--- src/rtl/risc_proc_pkg.sv ---
// Shared definitions for the RISC_PROC fetch front end.
//   NOP_INSTR     : encoding placed in IF/ID when it holds no real instruction
//   PC_W          : program-counter / instruction width
//   fetch_state_t : fetch FSM states
//   pc_add        : modulo-2^PC_W address increment helper
package risc_proc_pkg;

    localparam int PC_W = 16;
    localparam logic [PC_W-1:0] NOP_INSTR = 16'h0000;

    typedef enum logic [1:0] {
        RUN   = 2'd0,   // no request outstanding
        WAIT  = 2'd1,   // request outstanding, result wanted
        HOLD  = 2'd2,   // fetched word parked while decode is stalled
        REDIR = 2'd3    // outstanding request belongs to the wrong path
    } fetch_state_t;

    // Width-preserving add; the carry out is dropped so 16'hFFFF wraps to 16'h0000.
    function automatic logic [PC_W-1:0] pc_add(
        input logic [PC_W-1:0] base,
        input logic [PC_W-1:0] inc
    );
        return base + inc;
    endfunction

endpackage

--- src/rtl/fetch_hold_buf.sv ---
// Single-entry parking register for a fetched instruction and its address.
// Used when memory returns data while decode is stalled.
// Ports:
//   clk, rst     : clock, synchronous active-high reset
//   load         : capture load_instr/load_addr and mark the entry valid
//   clear        : empty the entry (wins over load)
//   load_instr   : instruction word to park
//   load_addr    : address of that instruction
//   hold_valid   : entry holds a real instruction
//   hold_instr   : parked instruction (NOP when empty after reset/clear)
//   hold_addr    : parked address
module fetch_hold_buf
    import risc_proc_pkg::*;
(
    input  logic            clk,
    input  logic            rst,
    input  logic            load,
    input  logic            clear,
    input  logic [PC_W-1:0] load_instr,
    input  logic [PC_W-1:0] load_addr,
    output logic            hold_valid,
    output logic [PC_W-1:0] hold_instr,
    output logic [PC_W-1:0] hold_addr
);

    logic            valid_r;
    logic [PC_W-1:0] instr_r;
    logic [PC_W-1:0] addr_r;

    // Entry register: clear has priority so a redirect always empties it.
    always_ff @(posedge clk) begin
        if (rst) begin
            valid_r <= 1'b0;
            instr_r <= NOP_INSTR;
            addr_r  <= 16'h0000;
        end else if (clear) begin
            valid_r <= 1'b0;
            instr_r <= NOP_INSTR;
            addr_r  <= 16'h0000;
        end else if (load) begin
            valid_r <= 1'b1;
            instr_r <= load_instr;
            addr_r  <= load_addr;
        end else begin
            valid_r <= valid_r;
            instr_r <= instr_r;
            addr_r  <= addr_r;
        end
    end

    assign hold_valid = valid_r;
    assign hold_instr = instr_r;
    assign hold_addr  = addr_r;

endmodule

--- src/rtl/pc_fetch_unit.sv ---
// Instruction-fetch front end: owns the PC, issues instruction-memory
// requests, loads the IF/ID register, and applies branch redirects and
// hazard stalls. All outputs come straight from flops.
// Ports:
//   clk, rst        : clock, synchronous active-high reset
//   pcsrc           : redirect request (taken branch)
//   pcsrc2          : redirect resolved in EXE, also flush ID/EXE
//   bra_pc          : redirect target
//   stall           : hazard stall, freezes PC and IF/ID
//   imem_req        : fetch request, held until imem_ack
//   imem_addr       : fetch address, stable while imem_req
//   imem_ack        : one-cycle completion pulse, imem_data valid with it
//   imem_data       : fetched instruction
//   ifid_valid      : IF/ID holds a real instruction
//   ifid_instr      : instruction to decode (NOP when invalid)
//   ifid_pc         : address of ifid_instr
//   ifid_flush      : one-cycle IF/ID flush pulse
//   idexe_flush     : one-cycle ID/EXE flush pulse
module pc_fetch_unit
    import risc_proc_pkg::*;
#(
    parameter logic [PC_W-1:0] RESET_PC = 16'h0000,
    parameter logic [PC_W-1:0] PC_INC   = 16'd1
)(
    input  logic            clk,
    input  logic            rst,
    input  logic            pcsrc,
    input  logic            pcsrc2,
    input  logic [PC_W-1:0] bra_pc,
    input  logic            stall,
    output logic            imem_req,
    output logic [PC_W-1:0] imem_addr,
    input  logic            imem_ack,
    input  logic [PC_W-1:0] imem_data,
    output logic            ifid_valid,
    output logic [PC_W-1:0] ifid_instr,
    output logic [PC_W-1:0] ifid_pc,
    output logic            ifid_flush,
    output logic            idexe_flush
);

    fetch_state_t    state_r, state_s;
    logic [PC_W-1:0] pc_r, pc_s;
    logic            req_r, req_s;
    logic [PC_W-1:0] addr_r, addr_s;
    logic            valid_r, valid_s;
    logic [PC_W-1:0] instr_r, instr_s;
    logic [PC_W-1:0] ifpc_r, ifpc_s;
    logic            ifid_flush_r, ifid_flush_s;
    logic            idexe_flush_r, idexe_flush_s;

    logic            hb_load_s;
    logic            hb_clear_s;
    logic            hb_valid_s;
    logic [PC_W-1:0] hb_instr_s;
    logic [PC_W-1:0] hb_addr_s;

    fetch_hold_buf u_hold_buf (
        .clk        (clk),
        .rst        (rst),
        .load       (hb_load_s),
        .clear      (hb_clear_s),
        .load_instr (imem_data),
        .load_addr  (addr_r),
        .hold_valid (hb_valid_s),
        .hold_instr (hb_instr_s),
        .hold_addr  (hb_addr_s)
    );

    // Next-state and next-output logic; a redirect outranks stall and every state.
    always_comb begin
        state_s       = state_r;
        pc_s          = pc_r;
        req_s         = req_r;
        addr_s        = addr_r;
        valid_s       = valid_r;
        instr_s       = instr_r;
        ifpc_s        = ifpc_r;
        ifid_flush_s  = 1'b0;
        idexe_flush_s = 1'b0;
        hb_load_s     = 1'b0;
        hb_clear_s    = 1'b0;

        if (pcsrc) begin
            pc_s          = bra_pc;
            ifid_flush_s  = 1'b1;
            idexe_flush_s = pcsrc2;
            valid_s       = 1'b0;
            instr_s       = NOP_INSTR;
            hb_clear_s    = 1'b1;
            if (((state_r == WAIT) || (state_r == REDIR)) && !imem_ack) begin
                // The in-flight request cannot be aborted: keep it on the bus
                // and throw its data away when it completes.
                state_s = REDIR;
            end else begin
                req_s   = 1'b1;
                addr_s  = bra_pc;
                state_s = WAIT;
            end
        end else begin
            case (state_r)
                RUN: begin
                    if (!stall) begin
                        req_s   = 1'b1;
                        addr_s  = pc_r;
                        state_s = WAIT;
                    end else begin
                        state_s = RUN;
                    end
                end
                WAIT: begin
                    if (imem_ack) begin
                        if (!stall) begin
                            valid_s = 1'b1;
                            instr_s = imem_data;
                            ifpc_s  = addr_r;
                            pc_s    = pc_add(addr_r, PC_INC);
                            addr_s  = pc_add(addr_r, PC_INC);
                            req_s   = 1'b1;
                            state_s = WAIT;
                        end else begin
                            hb_load_s = 1'b1;
                            req_s     = 1'b0;
                            state_s   = HOLD;
                        end
                    end else if (!stall) begin
                        // Memory still busy: decode sees a bubble.
                        valid_s = 1'b0;
                        instr_s = NOP_INSTR;
                    end else begin
                        state_s = WAIT;
                    end
                end
                HOLD: begin
                    if (!stall) begin
                        valid_s    = hb_valid_s;
                        instr_s    = hb_instr_s;
                        ifpc_s     = hb_addr_s;
                        pc_s       = pc_add(hb_addr_s, PC_INC);
                        addr_s     = pc_add(hb_addr_s, PC_INC);
                        req_s      = 1'b1;
                        hb_clear_s = 1'b1;
                        state_s    = WAIT;
                    end else begin
                        state_s = HOLD;
                    end
                end
                REDIR: begin
                    if (imem_ack) begin
                        // Stale data dropped; pc already holds the target.
                        req_s   = 1'b1;
                        addr_s  = pc_r;
                        state_s = WAIT;
                    end else begin
                        state_s = REDIR;
                    end
                end
                default: begin
                    state_s = RUN;
                    req_s   = 1'b0;
                end
            endcase
        end
    end

    // State, PC and output registers.
    always_ff @(posedge clk) begin
        if (rst) begin
            state_r       <= RUN;
            pc_r          <= RESET_PC;
            req_r         <= 1'b0;
            addr_r        <= RESET_PC;
            valid_r       <= 1'b0;
            instr_r       <= NOP_INSTR;
            ifpc_r        <= 16'h0000;
            ifid_flush_r  <= 1'b0;
            idexe_flush_r <= 1'b0;
        end else begin
            state_r       <= state_s;
            pc_r          <= pc_s;
            req_r         <= req_s;
            addr_r        <= addr_s;
            valid_r       <= valid_s;
            instr_r       <= instr_s;
            ifpc_r        <= ifpc_s;
            ifid_flush_r  <= ifid_flush_s;
            idexe_flush_r <= idexe_flush_s;
        end
    end

    assign imem_req    = req_r;
    assign imem_addr   = addr_r;
    assign ifid_valid  = valid_r;
    assign ifid_instr  = instr_r;
    assign ifid_pc     = ifpc_r;
    assign ifid_flush  = ifid_flush_r;
    assign idexe_flush = idexe_flush_r;

endmodule

--- config.mk ---
export PLATFORM = sky130hd
export DESIGN_NAME = pc_fetch_unit
export DESIGN_NICKNAME = d
export VERILOG_FILES = /design/src/rtl/risc_proc_pkg.sv /design/src/rtl/fetch_hold_buf.sv /design/src/rtl/pc_fetch_unit.sv
export SDC_FILE = /design/constraint.sdc
export NUM_CORES = 1
export LEC_CHECK = 0
export ABC_AREA = 1
export BUFFER_PORTS_ARGS = -buffer_cell sky130_fd_sc_hd__buf_2
export CORE_ASPECT_RATIO = 1.25
export CORE_MARGIN = 10
export CORE_UTILIZATION = 25
export CTS_CLUSTER_SIZE = 25
export DETAILED_ROUTE_END_ITERATION = 7
export GPL_ROUTABILITY_DRIVEN = 0
export GPL_TIMING_DRIVEN = 0
export HOLD_SLACK_MARGIN = 0.08
export PLACE_DENSITY = 0.4
export SLEW_MARGIN = 10
export SYNTH_ARGS = -nofsm -noshare
export SYNTH_HDL_FRONTEND = slang
export SYNTH_HIERARCHICAL = 1
export SYNTH_SLANG_ARGS = --single-unit
export TNS_END_PERCENT = 50
--- constraint.sdc ---
create_clock -name clk -period 2.25 [get_ports clk]
set_input_delay 0.225 -clock clk [delete_from_list [all_inputs] [get_ports clk]]
set_output_delay 0.225 -clock clk [all_outputs]
set_load 0.01 [all_outputs]
==> results of run 1 <==
==> layer usage <==
layer | track usage, % | vias to the layer above | wire (um)
met3 | 2.86 | 38 | 1060
met5 | 0 | - | 13
met1 | 17.9 | 2755 | 9590
li1 | - | 3064 | -
met2 | 25.5 | 167 | 10900
met4 | 5.64 | 2 | 612
==> through the flow <==
step / TNS, ns / instance area (um2) / total power (uW) / worst slack, ns
2_1_floorplan: 0 / 5620 / 2610 / 0.515
3_3_place_gp: -1.43 / 6420 / 3010 / -0.203
3_5_place_dp: -0.871 / 6420 / 3000 / -0.139
4_1_cts: 0 / 6730 / 4650 / 0.00302
5_1_grt: 0 / 6740 / 4840 / 0.00399
6_report: 0 / 6740 / 4590 / 0.151
==> worst paths after layout <==
| path | from | to | slack [ns] | depth (start not counted) |
|---|---|---|---|---|
| worst min register to register | ifid_pc[0]$_SDFFE_PP0P_ | ifid_pc[0]$_SDFFE_PP0P_ | 0.44 | 2 |
| worst max register to register | state_r[1]$_SDFFE_PP0P_ | imem_addr[2]$_SDFFE_PP0P_ | 0.15 | 7 |
| worst min-delay path | pcsrc2 | idexe_flush$_SDFF_PP0_ | 0.1 | 2 |
| worst max-delay path | state_r[1]$_SDFFE_PP0P_ | imem_addr[2]$_SDFFE_PP0P_ | 0.15 | 7 |
==> area by class of cell <==
class                           instances  area (um2)
Fill cell                            2508       15500
Multi-Input combinational cell        644        3010
Tap cell                              283         354
Inverter                               83         314
Clock inverter                          7        68.8
Timing Repair Buffer                   90         455
Buffer                                 48         251
Clock buffer                            9         225
Sequential cell                       103        2060
==> sequential cells by signal, indices dropped and copies added, names as in the netlist <==
signal and cells:
imem_req 1, pc_r 16, imem_addr 16, ifid_flush 1, ifid_pc 16, idexe_flush 1
u_hold_buf/hold_instr 16, ifid_instr 16, u_hold_buf/hold_valid 1, u_hold_buf/hold_addr 16, state_r 2, ifid_valid 1
==> cell families after synthesis <==
logic type,Yosys count,synth area share [%]
compound gates,203,19.8
xor+xnor,6,0.934
fa+ha+maj,8,1.78
buf+inv,131,9.92
flops,103,36.7
simple gates,427,30.9
==> layout by cell type, fill, tap and decap left out, types with 2 or more instances in the layout <==
cell and n:
a21oi_1 84, a22oi_1 16, a31oi_1 9, buf_1 3, buf_2 98, buf_4 13
buf_6 2, clkbuf_1 20, clkbuf_16 9, clkbuf_2 2, dfxtp_1 102, ha_1 8
inv_1 77, inv_2 5, inv_6 3, inv_8 3, nand2_1 202, nand3_1 72
nand4_1 7, nor2_1 139, nor2_4 3, o211ai_1 6, o21ai_0 81, o21bai_1 2
xor2_1 5
==> repair_timing <==
| action | CTS | global route |
|---|---|---|
| buffers inserted | 2 | 0 |
| gates cloned | 0 | 0 |
| pin swaps | 2 | 0 |
| gates resized for setup | 3 | 6 |
| setup endpoints to repair | 27 | 49 |
==> power by group <==
group / switching, uW / leakage (uW) / internal, uW / total (uW)
combinational: 594 / 0.00187 / 303 / 897
clock: 844 / 0.000147 / 792 / 1640
sequential: 138 / 0.000841 / 1920 / 2060
total: 1580 / 0.00286 / 3020 / 4590
==> run metrics, run 1 <==
worst-path fanout max=10; initial antenna violation count=1; clock sink count=103; global route overflow=0; initial DRC count=304; nets@finish=1025; hold_buf cts=0; share of post-route cells with drive strength above 1=14.8%; Finished Layout Cells=1267; EDFF count, synth=0; GRT Overall Usage=14.9%; Req. time, crit path=2.49 ns; Avg Vias per Cell=4.76; register bit total from synthesis=103; Leakage=0.00286 uW; area leader, netlist=dfxtp_1; Die Y=188 um; Setup violations, final=0; initial core utilization=25.3%; DRT antenna net count=0; pwr dens=681 nW/um2; CP max stage delay=0.42 ns; number of global-route vias before repair=6022; CP max stage cell=clkbuf_1; delay-heaviest family, CP=buffers and inverters; Syn Inst Count=878; global-route wire length before repair=34300 um; wirelength, routed=22200 um; cells along the critical path=inv_1, ha_1, clkbuf_1, buf_2, o211ai_1, o211ai_1, a31oi_1; drt wl/cell=17.5 um; Most used DFF post-synth=dfxtp_1; Clock Latency Late Sink=0.37 ns; critical path class=reg -> reg; CTS H-tree depth=3; post-DP HPWL=16900 um; cts bufs inserted=9; clk root buf=clkbuf_16; clock slew at reported path FFs=0.08 ns; Yosys top cell area share=36.7%; top post-synthesis cells by count=nand2_1 (202), nor2_1 (140), dfxtp_1 (103), a21oi_1 (84), o21ai_0 (81); RSZ-0062 raised after global routing=no; VDD IR max=0.390 mV; Die Wd=154 um; num rows=61; placed cells=1249; largest net degree at the start of global routing=21; CP arrival=2.34 ns; Post-Syn Nets=924; Die ar.=28900 um2; top-count cell post-synth=nand2_1; worst clock skew=0.0142 ns; Final Util=30.4%; status=complete, no violations; Min-Delay Path Class=in -> reg; Netlist Area Pre-Place=5620 um2; slew at the pin with the worst max-slew slack=0.652 ns; Rel. slew slack=56.5%; crit end category=flip-flop; DRC=0; via count=6026; Synth async-reset ratio=0%; top cells by area, synth=dfxtp_1 (37%), nand2_1 (13%), nor2_1 (9.3%), a21oi_1 (7.5%), o21ai_0 (7.2%); FMAX=476 MHz; distinct cell type count after synthesis=31; Max-cap violations=0; area grow syn2layout=19.9%; Tcrit/Tclk final=93.3%; First-pass DRT Iterations=7; final hold vios=0; # diodes=0; io pins=90; register area share after synthesis=36.7%; number of buffers and inverters on the critical path=3; core area=22200 um2; Max clock buf depth=2; CTS tree=done; hold slack=0.0996 ns; Max Transition Viols Final=0; PortBufs=88; Avg Inst Size Synth=6.41 um2; Startpoint Class=flip-flop; Tmin final=2.10 ns; yosys warns=6; most frequent CP cell=o211ai_1
(Power assumes the default switching activity.)
==> run 2: changes to the inputs <==
==> constraint.sdc (replaced) <==
create_clock -name clk -period 2.37 [get_ports clk]
set_input_delay 0.237 -clock clk [delete_from_list [all_inputs] [get_ports clk]]
set_output_delay 0.237 -clock clk [all_outputs]
set_load 0.01 [all_outputs]
==> run 2 against run 1 <==
  * Via count is 0.45% lower
  * Worst hold slack gained 0.012 ns
  * Critical path depth up 1
  * Sequential power is 5% lower
  * Sequential share of layout area decreased by 0.075 points
  * Non-clock buffer count up 3
  * Core utilization grew 0.056 points
  * Wire length fell by 0.30%
==> run metrics, run 2 (same netlist as run 1, synthesis figures left out) <==
status=complete, no violations (unchanged); Min-Delay Path Class=in -> reg (unchanged); hold_buf cts=0 (unchanged); Finished Layout Cells=1270 (was 1267); First-pass DRT Iterations=7 (unchanged); worst clock skew=0.0143 ns (was 0.0142 ns); RSZ-0062 raised after global routing=yes (was no); num rows=61 (unchanged); Max clock buf depth=2 (unchanged); slew at the pin with the worst max-slew slack=0.643 ns (was 0.652 ns); Rel. slew slack=57.2% (was 56.5%); cells along the critical path=inv_1, ha_1, buf_2, buf_2, clkbuf_1, nor2_1, o21ai_0, a21oi_1 (was inv_1, ha_1, clkbuf_1, buf_2, o211ai_1, o211ai_1, a31oi_1); clock sink count=103 (unchanged); io pins=90 (unchanged); crit path launch=state_r[0]$_SDFFE_PP0P_ (was state_r[1]$_SDFFE_PP0P_); Die ar.=28900 um2 (unchanged); CTS H-tree depth=3 (unchanged); wirelength, routed=22100 um (was 22200 um); number of buffers and inverters on the critical path=4 (was 3); Clock Latency Late Sink=0.37 ns (about the same); VDD IR max=0.367 mV (was 0.390 mV); crit end category=flip-flop (unchanged); Die Wd=154 um (unchanged); clk root buf=clkbuf_16 (unchanged); Final Util=30.4% (about the same); CP max stage delay=0.52 ns (was 0.42 ns); r2r setup slk=0.13 ns (was 0.15 ns); Tcrit/Tclk final=94.4% (was 93.3%); Setup WS post-layout=0.133 ns (was 0.151 ns); via count=5999 (was 6026); final hold vios=0 (unchanged); Avg Vias per Cell=4.72 (was 4.76); clock slew at reported path FFs=0.08 ns (about the same); final instance area=6760 um2 (was 6740 um2); Fin Setup TNS=0 ns (unchanged); cts bufs inserted=9 (unchanged); DP Area=6420 um2 (unchanged); initial antenna violation count=1 (unchanged); CP max stage cell=clkbuf_1 (unchanged); drt wl/cell=17.4 um (was 17.5 um); FMAX=447 MHz (was 476 MHz); most frequent CP cell=buf_2 (was o211ai_1); commonest non-fill, non-tap cell in the layout=nand2_1 (unchanged); Die Y=188 um (unchanged); number of global-route vias before repair=6009 (was 6022); CP arrival=2.48 ns (was 2.34 ns); global route overflow=0 (unchanged); Max Transition Viols Final=0 (unchanged); Leakage=0.00287 uW (was 0.00286 uW); initial core utilization=25.3% (unchanged); placed cells=1249 (unchanged); CTS tree=done (unchanged); nets@finish=1028 (was 1025); area grow syn2layout=20.1% (was 19.9%); initial DRC count=338 (was 304); delay-heaviest family, CP=buffers and inverters (unchanged); Startpoint Class=flip-flop (unchanged); commonest cells after routing, fill and taps aside=nand2_1 (202), nor2_1 (139), dfxtp_1 (103) (was nand2_1 (202), nor2_1 (139), dfxtp_1 (102)); Tmin final=2.24 ns (was 2.10 ns); largest net degree at the start of global routing=21 (unchanged); pwr dens=645 nW/um2 (was 681 nW/um2); # diodes=0 (unchanged); Req. time, crit path=2.61 ns (was 2.49 ns); DRC=0 (unchanged); share of post-route cells with drive strength above 1=14.9% (was 14.8%); core area=22200 um2 (unchanged); Max-cap violations=0 (unchanged); PortBufs=88 (unchanged); post-DP HPWL=16900 um (unchanged); HP Start=pcsrc2 (unchanged); Setup violations, final=0 (unchanged); worst flop-to-flop path startpoint=state_r[0]$_SDFFE_PP0P_ (was state_r[1]$_SDFFE_PP0P_); GRT Overall Usage=14.9% (about the same); critical path class=reg -> reg (unchanged); Place WS=-0.0190 ns (was -0.139 ns); worst-path fanout max=10 (unchanged); global-route wire length before repair=34200 um (was 34300 um); DRT antenna net count=0 (unchanged)
==> run 2: changes by cell type in the layout (fill, tap and decap cells not counted), sizes merged <==
cell,delta
clkbuf,+1
buf,+2
==> run 2: per-stage QoR <==
stage	total power (uW)	hold slack (ns)
CTS	4410	0.105
finish	4360	0.112
floorplan	2470	0.384
detailed placement	2850	0.436
global placement	2860	0.430
global route	4600	0.123
==> run 2: routing by layer <==
metal / vias to the layer above / GRT usage [%] / share of wire, %
met5: - / 0 / 0.059
met4: 2 / 5.31 / 2.3
met3: 33 / 2.86 / 4.1
met2: 122 / 25.5 / 50
met1: 2777 / 17.9 / 44
li1: 3065 / - / -
==> run 2: area by class of cell <==
cell class	instances	area (um2)
Fill cell	2507	15500
Multi-Input combinational cell	644	3010
Sequential cell	103	2060
Timing Repair Buffer	93	478
Tap cell	283	354
Inverter	83	312
Buffer	48	250
Clock buffer	9	225
Clock inverter	7	68.8
==> run 2: report_power, final <==
group	switching [uW]	leakage (uW)	total (uW)	internal [uW]
logic	563	0.00188	854	291
clock network	796	0.000147	1550	751
registers	131	0.000841	1960	1820
==> run 2: worst reg2reg max path, delay by kind of cell, from the launching register on <==
kind                     cells  cell delay [ns]
adder cells (fa/ha/maj)      1             0.15
AO/OA/AOI/OAI                2             0.38
flip-flops                   1             0.36
buffers and inverters        4             1.13
AND/OR/NAND/NOR              1             0.10
==> run 2: final timing paths <==
path	endpoint	depth (start not counted)
worst max register to register	pc_r[5]$_SDFFE_PP0P_	8
worst min register to register	ifid_pc[0]$_SDFFE_PP0P_	2
worst min-delay path	idexe_flush$_SDFF_PP0_	2
worst max-delay path	pc_r[5]$_SDFFE_PP0P_	8
==> run 2: repair_timing <==
item | 4_1_cts | 5_1_grt
endpoints found under the hold margin | 0 | 0
setup endpoints to repair | 1 | 40
pin swaps | 0 | 3
setup buffers | 0 | 5
resized for setup | 1 | 4
